$ cat src/rtl/seven_seg_pkg.sv
// rtl/seven_seg_pkg.sv - seven-segment constants and BCD segment lookup
package seven_seg_pkg;

   localparam int BCD_W = 4;
   localparam int SEG_W = 7;

   localparam logic [SEG_W-1:0] SEG_BLANK = 7'h7F;

   // Active-low g..a patterns for BCD 0..9
   localparam logic [SEG_W-1:0] SEG_TABLE [10] = '{
      7'h40, 7'h79, 7'h24, 7'h30, 7'h19,
      7'h12, 7'h02, 7'h78, 7'h00, 7'h18
   };

   function automatic logic [SEG_W-1:0] seg_lookup(input logic [BCD_W-1:0] code);
      logic [SEG_W-1:0] pat;
      pat = SEG_BLANK;
      for (int i = 0; i < 10; i++) begin
         if (code == BCD_W'(i)) pat = SEG_TABLE[i];
      end
      return pat;
   endfunction

endpackage

$ cat src/rtl/seg7_decode.sv
// rtl/seg7_decode.sv - one digit: BCD code + dp + blank to active-low segment byte
module seg7_decode
   import seven_seg_pkg::*;
(
   input  logic [3:0] code,
   input  logic       dp,
   input  logic       blank,
   output logic [7:0] seg_n
);

   // The dp segment stays under dp control even when the digit is blanked
   assign seg_n = {~dp, blank ? SEG_BLANK : seg_lookup(code)};

endmodule

$ cat src/rtl/bcd_scan_display.sv
// rtl/bcd_scan_display.sv - double-buffered N-digit BCD scan display driver
module bcd_scan_display
   import seven_seg_pkg::*;
#(
   parameter int NUM_DIGITS    = 4,
   parameter int SCAN_DIV      = 50000,
   parameter int BLANK_LEADING = 1
) (
   input  logic                         clk,
   input  logic                         rst_n,
   input  logic                         upd_valid,
   output logic                         upd_ready,
   input  logic [BCD_W*NUM_DIGITS-1:0]  upd_digits,
   input  logic [NUM_DIGITS-1:0]        upd_dp,
   output logic [7:0]                   seg_n,
   output logic [NUM_DIGITS-1:0]        an_n,
   output logic [8*NUM_DIGITS-1:0]      disp_flat
);

   localparam int CNT_W = (SCAN_DIV > 1) ? $clog2(SCAN_DIV) : 1;
   localparam int IDX_W = (NUM_DIGITS > 1) ? $clog2(NUM_DIGITS) : 1;
   localparam logic [CNT_W-1:0] CNT_LAST = CNT_W'(SCAN_DIV - 1);
   localparam logic [IDX_W-1:0] IDX_LAST = IDX_W'(NUM_DIGITS - 1);

   logic [CNT_W-1:0]              cnt;
   logic [IDX_W-1:0]              idx;
   logic                          tick;
   logic                          frame_end;
   logic                          pending;
   logic                          accept;
   logic [BCD_W*NUM_DIGITS-1:0]   shadow_digits;
   logic [NUM_DIGITS-1:0]         shadow_dp;
   logic [BCD_W*NUM_DIGITS-1:0]   active_digits;
   logic [NUM_DIGITS-1:0]         active_dp;
   logic [NUM_DIGITS-1:0]         blank;
   logic                          lead;
   logic [8*NUM_DIGITS-1:0]       dec_flat;
   logic [NUM_DIGITS-1:0]         an_next;

   assign tick      = (cnt == CNT_LAST);
   assign frame_end = tick && (idx == IDX_LAST);
   assign upd_ready = ~pending;
   assign accept    = upd_valid && !pending;

   always_ff @(posedge clk or negedge rst_n) begin
      if (!rst_n) begin
         cnt <= '0;
         idx <= '0;
      end else if (tick) begin
         cnt <= '0;
         idx <= (idx == IDX_LAST) ? '0 : idx + 1'b1;
      end else begin
         cnt <= cnt + 1'b1;
      end
   end

   // Shadow only moves to active on a frame boundary so a frame never mixes two values
   always_ff @(posedge clk or negedge rst_n) begin
      if (!rst_n) begin
         shadow_digits <= '0;
         shadow_dp     <= '0;
         active_digits <= '1;
         active_dp     <= '0;
         pending       <= 1'b0;
      end else if (frame_end && pending) begin
         active_digits <= shadow_digits;
         active_dp     <= shadow_dp;
         pending       <= 1'b0;
      end else if (accept) begin
         shadow_digits <= upd_digits;
         shadow_dp     <= upd_dp;
         pending       <= 1'b1;
      end
   end

   always_comb begin
      blank = '0;
      lead  = (BLANK_LEADING != 0);
      for (int i = NUM_DIGITS - 1; i >= 1; i--) begin
         blank[i] = lead && (active_digits[BCD_W*i +: BCD_W] == '0) && !active_dp[i];
         lead     = blank[i];
      end
   end

   for (genvar g = 0; g < NUM_DIGITS; g++) begin : g_dec
      seg7_decode u_dec (
         .code  (active_digits[BCD_W*g +: BCD_W]),
         .dp    (active_dp[g]),
         .blank (blank[g]),
         .seg_n (dec_flat[8*g +: 8])
      );
   end

   always_comb begin
      an_next      = '1;
      an_next[idx] = 1'b0;
   end

   always_ff @(posedge clk or negedge rst_n) begin
      if (!rst_n) begin
         seg_n     <= 8'hFF;
         an_n      <= '1;
         disp_flat <= '1;
      end else begin
         seg_n     <= dec_flat[{idx, 3'b000} +: 8];
         an_n      <= an_next;
         disp_flat <= dec_flat;
      end
   end

endmodule

$ cat config.mk
export PLATFORM = sky130hd
export DESIGN_NAME = bcd_scan_display
export DESIGN_NICKNAME = d
export VERILOG_FILES = /design/src/rtl/seven_seg_pkg.sv /design/src/rtl/seg7_decode.sv /design/src/rtl/bcd_scan_display.sv
export SDC_FILE = /design/constraint.sdc
export NUM_CORES = 1
export LEC_CHECK = 0
export ABC_CLOCK_PERIOD_IN_PS = 2200
export BUFFER_PORTS_ARGS = -buffer_cell sky130_fd_sc_hd__clkbuf_2
export CAP_MARGIN = 20
export CORE_AREA = 3 3 118 120
export DETAILED_ROUTE_END_ITERATION = 16
export DIE_AREA = 0 0 121 123
export PLACE_DENSITY = 0.56
export REMOVE_ABC_BUFFERS = 1
export SYNTH_ARGS = -nofsm -noshare
export SYNTH_HDL_FRONTEND = slang
export SYNTH_SLANG_ARGS = --single-unit
$ cat constraint.sdc
create_clock -name clk -period 2.2 [get_ports clk]
set_input_delay 0.33 -clock clk [delete_from_list [all_inputs] [get_ports clk]]
set_output_delay 0.33 -clock clk [all_outputs]
set_load 0.005 [all_outputs]
==> results.md <==
- Die Wd: about 120 µm
- Setup TNS: 0 ns
- Final critical-path setup slack: 0.183 ns
- H-tree depth: 3
- Max IR drop VDD: 0.336 mV
- Fin nets: 460
- Final period utilization: 91.7%
- TritonCTS clock tree: built
- Inserted Clock Buffers: 9
- Post-DRT Antenna Nets: 0
- Synthesized instance count: 367
- WL final: 9200 µm
- Syn avg cell area: 12.2 µm²
- Post-synthesis sequential area ratio: between 50% and 60%
- Peak Freq: approximately 0.50 GHz
- Max_slew headroom: 70.8%
- Warnings from Yosys: 0
- First-pass GRT wire length: 15,000 µm
- FP Rows: 42
- Vias in the first global route: 2,890
- PwrDens: 667 mW/mm²
- Largest net degree at the start of global routing: 49
- Via count: 2,868
- Final setup fails: 0
- CTS Buffer Depth: 2
- Pre-CTS setup slack: 0.171 ns
- Slew Viols, Final: 0
- MaxCap Viol Count: 0
- #FFs+latches synth: 103
- CTS root buffer: clkbuf_16
- Area Overhead vs Synth: 18.2%
- Chip Height: 123 µm
- Kind of critical path: flop to flop
- RSZ-0062 raised after global routing: no
- Crit end category: flop
- Post-DP HPWL: 6900 µm
- Clock-pin slew on the worst setup and hold paths: 0.06 ns
- R2r setup slk: 0.18 ns
- DIE AREA: between 0.01 and 0.015 mm²
- Hold Path End: shadow_digits[6]$_DFFE_PN0P_
- Period minus WS final: between 2 and 2.5 ns
- Worst-path fanout max: 21
- Remaining DRCs: 0
- FF-to-FF path depth: 5
- Initial Utilization: 34.3%
- Initial DRC count: 146
- Arr. time, crit path: 2.24 ns
- CTS resizes: 0
- Post-synth top flop: dfstp_2
- Cell Area, Synth: 0.00448 mm²
- Grt total ovfl: 0
- Vias per Instance: roughly 4.7
- Hold depth: 2
- N_diodes: 0
- Tightest Hold Check Type: input pin to flop
- Num Clock Sinks: 103
- CP required: approximately 2.4 ns
- I/O pins: a little under 70
- Clock Skew: 0.00508 ns
- Worst slew pin tran: 0.433 ns
- Final number of hold-violating endpoints: 0
- Initial antenna violation count: 0
- Clock latency on the worst-skew pair: between 0.3 and 0.4 ns
- Status: completed
- Pleak: 2.31 nW
- Unique masters post-synth: 49
- Buffers on Ports: 67
- Global-route usage over all layers: 13.0%
- FF-to-FF End: active_dp[0]$_DFFE_PN0P_
- Wire per inst: 15.0 µm
- Reg-to-reg startpoint: cnt[11]$_DFF_PN0_
- Core Region: 0.0131 mm²
- Post-synth ARST share: 100%
- HP Start: upd_digits[6]
- Post-synth EDFFs: 0
- Drt first pass iters: 4
- GP Congestion: ~0.78
- Layout cell share with drive strength beyond 1: 41.6%
- Crit start category: flop
[cells in the final DEF, fill, tap and decap left out, types with 9 or more instances in the layout]
cell	count
a21oi_1	20
clkbuf_16	9
clkbuf_2	66
dfrtp_1	43
dfstp_2	60
inv_1	23
mux2_1	19
mux2_2	22
nand2_1	20
nand3_1	10
nor2_1	24
o21ai_0	14
xnor2_1	11
[synthesized netlist by cell type, types with 2 or more instances]
library cell,n,share of area [%]
mux2i_1,3,0.67
o21a_1,2,0.33
clkbuf_1,13,1.1
inv_1,23,1.9
o211ai_1,3,0.50
mux4_2,4,2.0
xor2_1,7,1.4
a2bb2oi_1,2,0.39
buf_1,2,0.17
o221ai_1,4,0.78
nand3_1,10,1.1
and3_1,2,0.28
nand4_1,7,0.98
nand2_1,20,1.7
nor2b_1,7,0.98
dfstp_2,60,35
nor2_1,24,2.0
o21ai_0,14,1.6
ha_1,5,1.4
mux2_2,22,5.5
buf_6,2,0.50
xnor2_1,11,2.1
nor3_1,6,0.67
a21o_1,2,0.33
nor4_1,2,0.28
a21oi_1,20,2.2
nor4_2,2,0.56
mux2_1,19,4.8
buf_2,4,0.45
dfrtp_1,43,24
nand2b_1,4,0.56
[what timing repair did]
item	CTS	global route
hold buffers	1	0
hold endpoints to repair	17	0
setup buffers	0	0
[state kept, by name, indices dropped and copies added (netlist names)]
name,count
active_digits,16
active_dp,4
an_n,4
cnt,16
disp_flat,32
idx,2
pending,1
seg_n,8
shadow_digits,16
shadow_dp,4
[logic make-up (layout without fill, tap and decap cells)]
| family | count (synthesis) | after routing | synth area share, % |
|---|---|---|---|
| compound gates | 58 | 58 | 8.26 |
| xor+xnor | 18 | 18 | 3.52 |
| fa+ha+maj | 5 | 5 | 1.40 |
| buf+inv | 44 | 114 | 4.13 |
| flops | 103 | 103 | 59.2 |
| mux | 48 | 48 | 13.0 |
| simple gates | 91 | 91 | 10.6 |
[cell type report]
class                           instances  area (µm²)
Tap cell                              176         220
Sequential cell                       103        2650
Multi-Input combinational cell        220        1650
Inverter                               23        86.3
Timing Repair Buffer                   75         413
Clock buffer                           13         260
Clock inverter                          3        17.5
Fill cell                            1241        7790
[how the worst max path moves through the flow]
stage	start	endpoint	slack (ns)	depth (start not counted)
floorplan	cnt[11]$_DFF_PN0_	active_dp[0]$_DFFE_PN0P_	0.05	5
global placement	cnt[11]$_DFF_PN0_	active_dp[0]$_DFFE_PN0P_	0.25	5
detailed placement	cnt[11]$_DFF_PN0_	active_dp[0]$_DFFE_PN0P_	0.17	5
CTS	cnt[11]$_DFF_PN0_	active_dp[0]$_DFFE_PN0P_	0.14	5
global route	cnt[11]$_DFF_PN0_	active_dp[3]$_DFFE_PN0P_	0.01	5
finish	cnt[11]$_DFF_PN0_	active_dp[0]$_DFFE_PN0P_	0.18	5
[where the power goes]
part           switching (mW)  internal, mW  leakage, nW
clock                   0.645         0.826        0.136
combinational          0.0505        0.0512        0.995
sequential             0.0192          1.94         1.17
[critical path: stages (launching register included)]
cell,delay [ns]
dfrtp_1,0.43
nor4b_2,0.29
nand3_1,0.15
nor3_2,0.22
and3_4,0.42
mux2_2,0.37
[per-stage QoR]
step / cells / total power, mW / util, % / cell area, µm² / hold slack (ns)
floorplan: 346 / 2.02 / - / 4390 / 0.0344
global placement: 596 / 2.10 / 38.3 / 5010 / 0.284
detailed placement: 596 / 2.10 / 38.3 / 5010 / 0.289
CTS: 613 / 3.57 / 40.5 / 5300 / 0.220
global route: 613 / 3.69 / 40.5 / 5300 / 0.216
finish: 613 / 3.53 / 40.5 / 5300 / 0.225
[metal layers]
metal / up-vias / wire length, µm / GRT usage (%)
li1: 1397 / - / -
met5: - / 0 / 0
met1: 1420 / 4080 / 16.8
met2: 41 / 4700 / 22.0
met4: 0 / 112 / 3.40
met3: 10 / 312 / 3.39
Note: power is estimated with default switching activity, not from simulation.
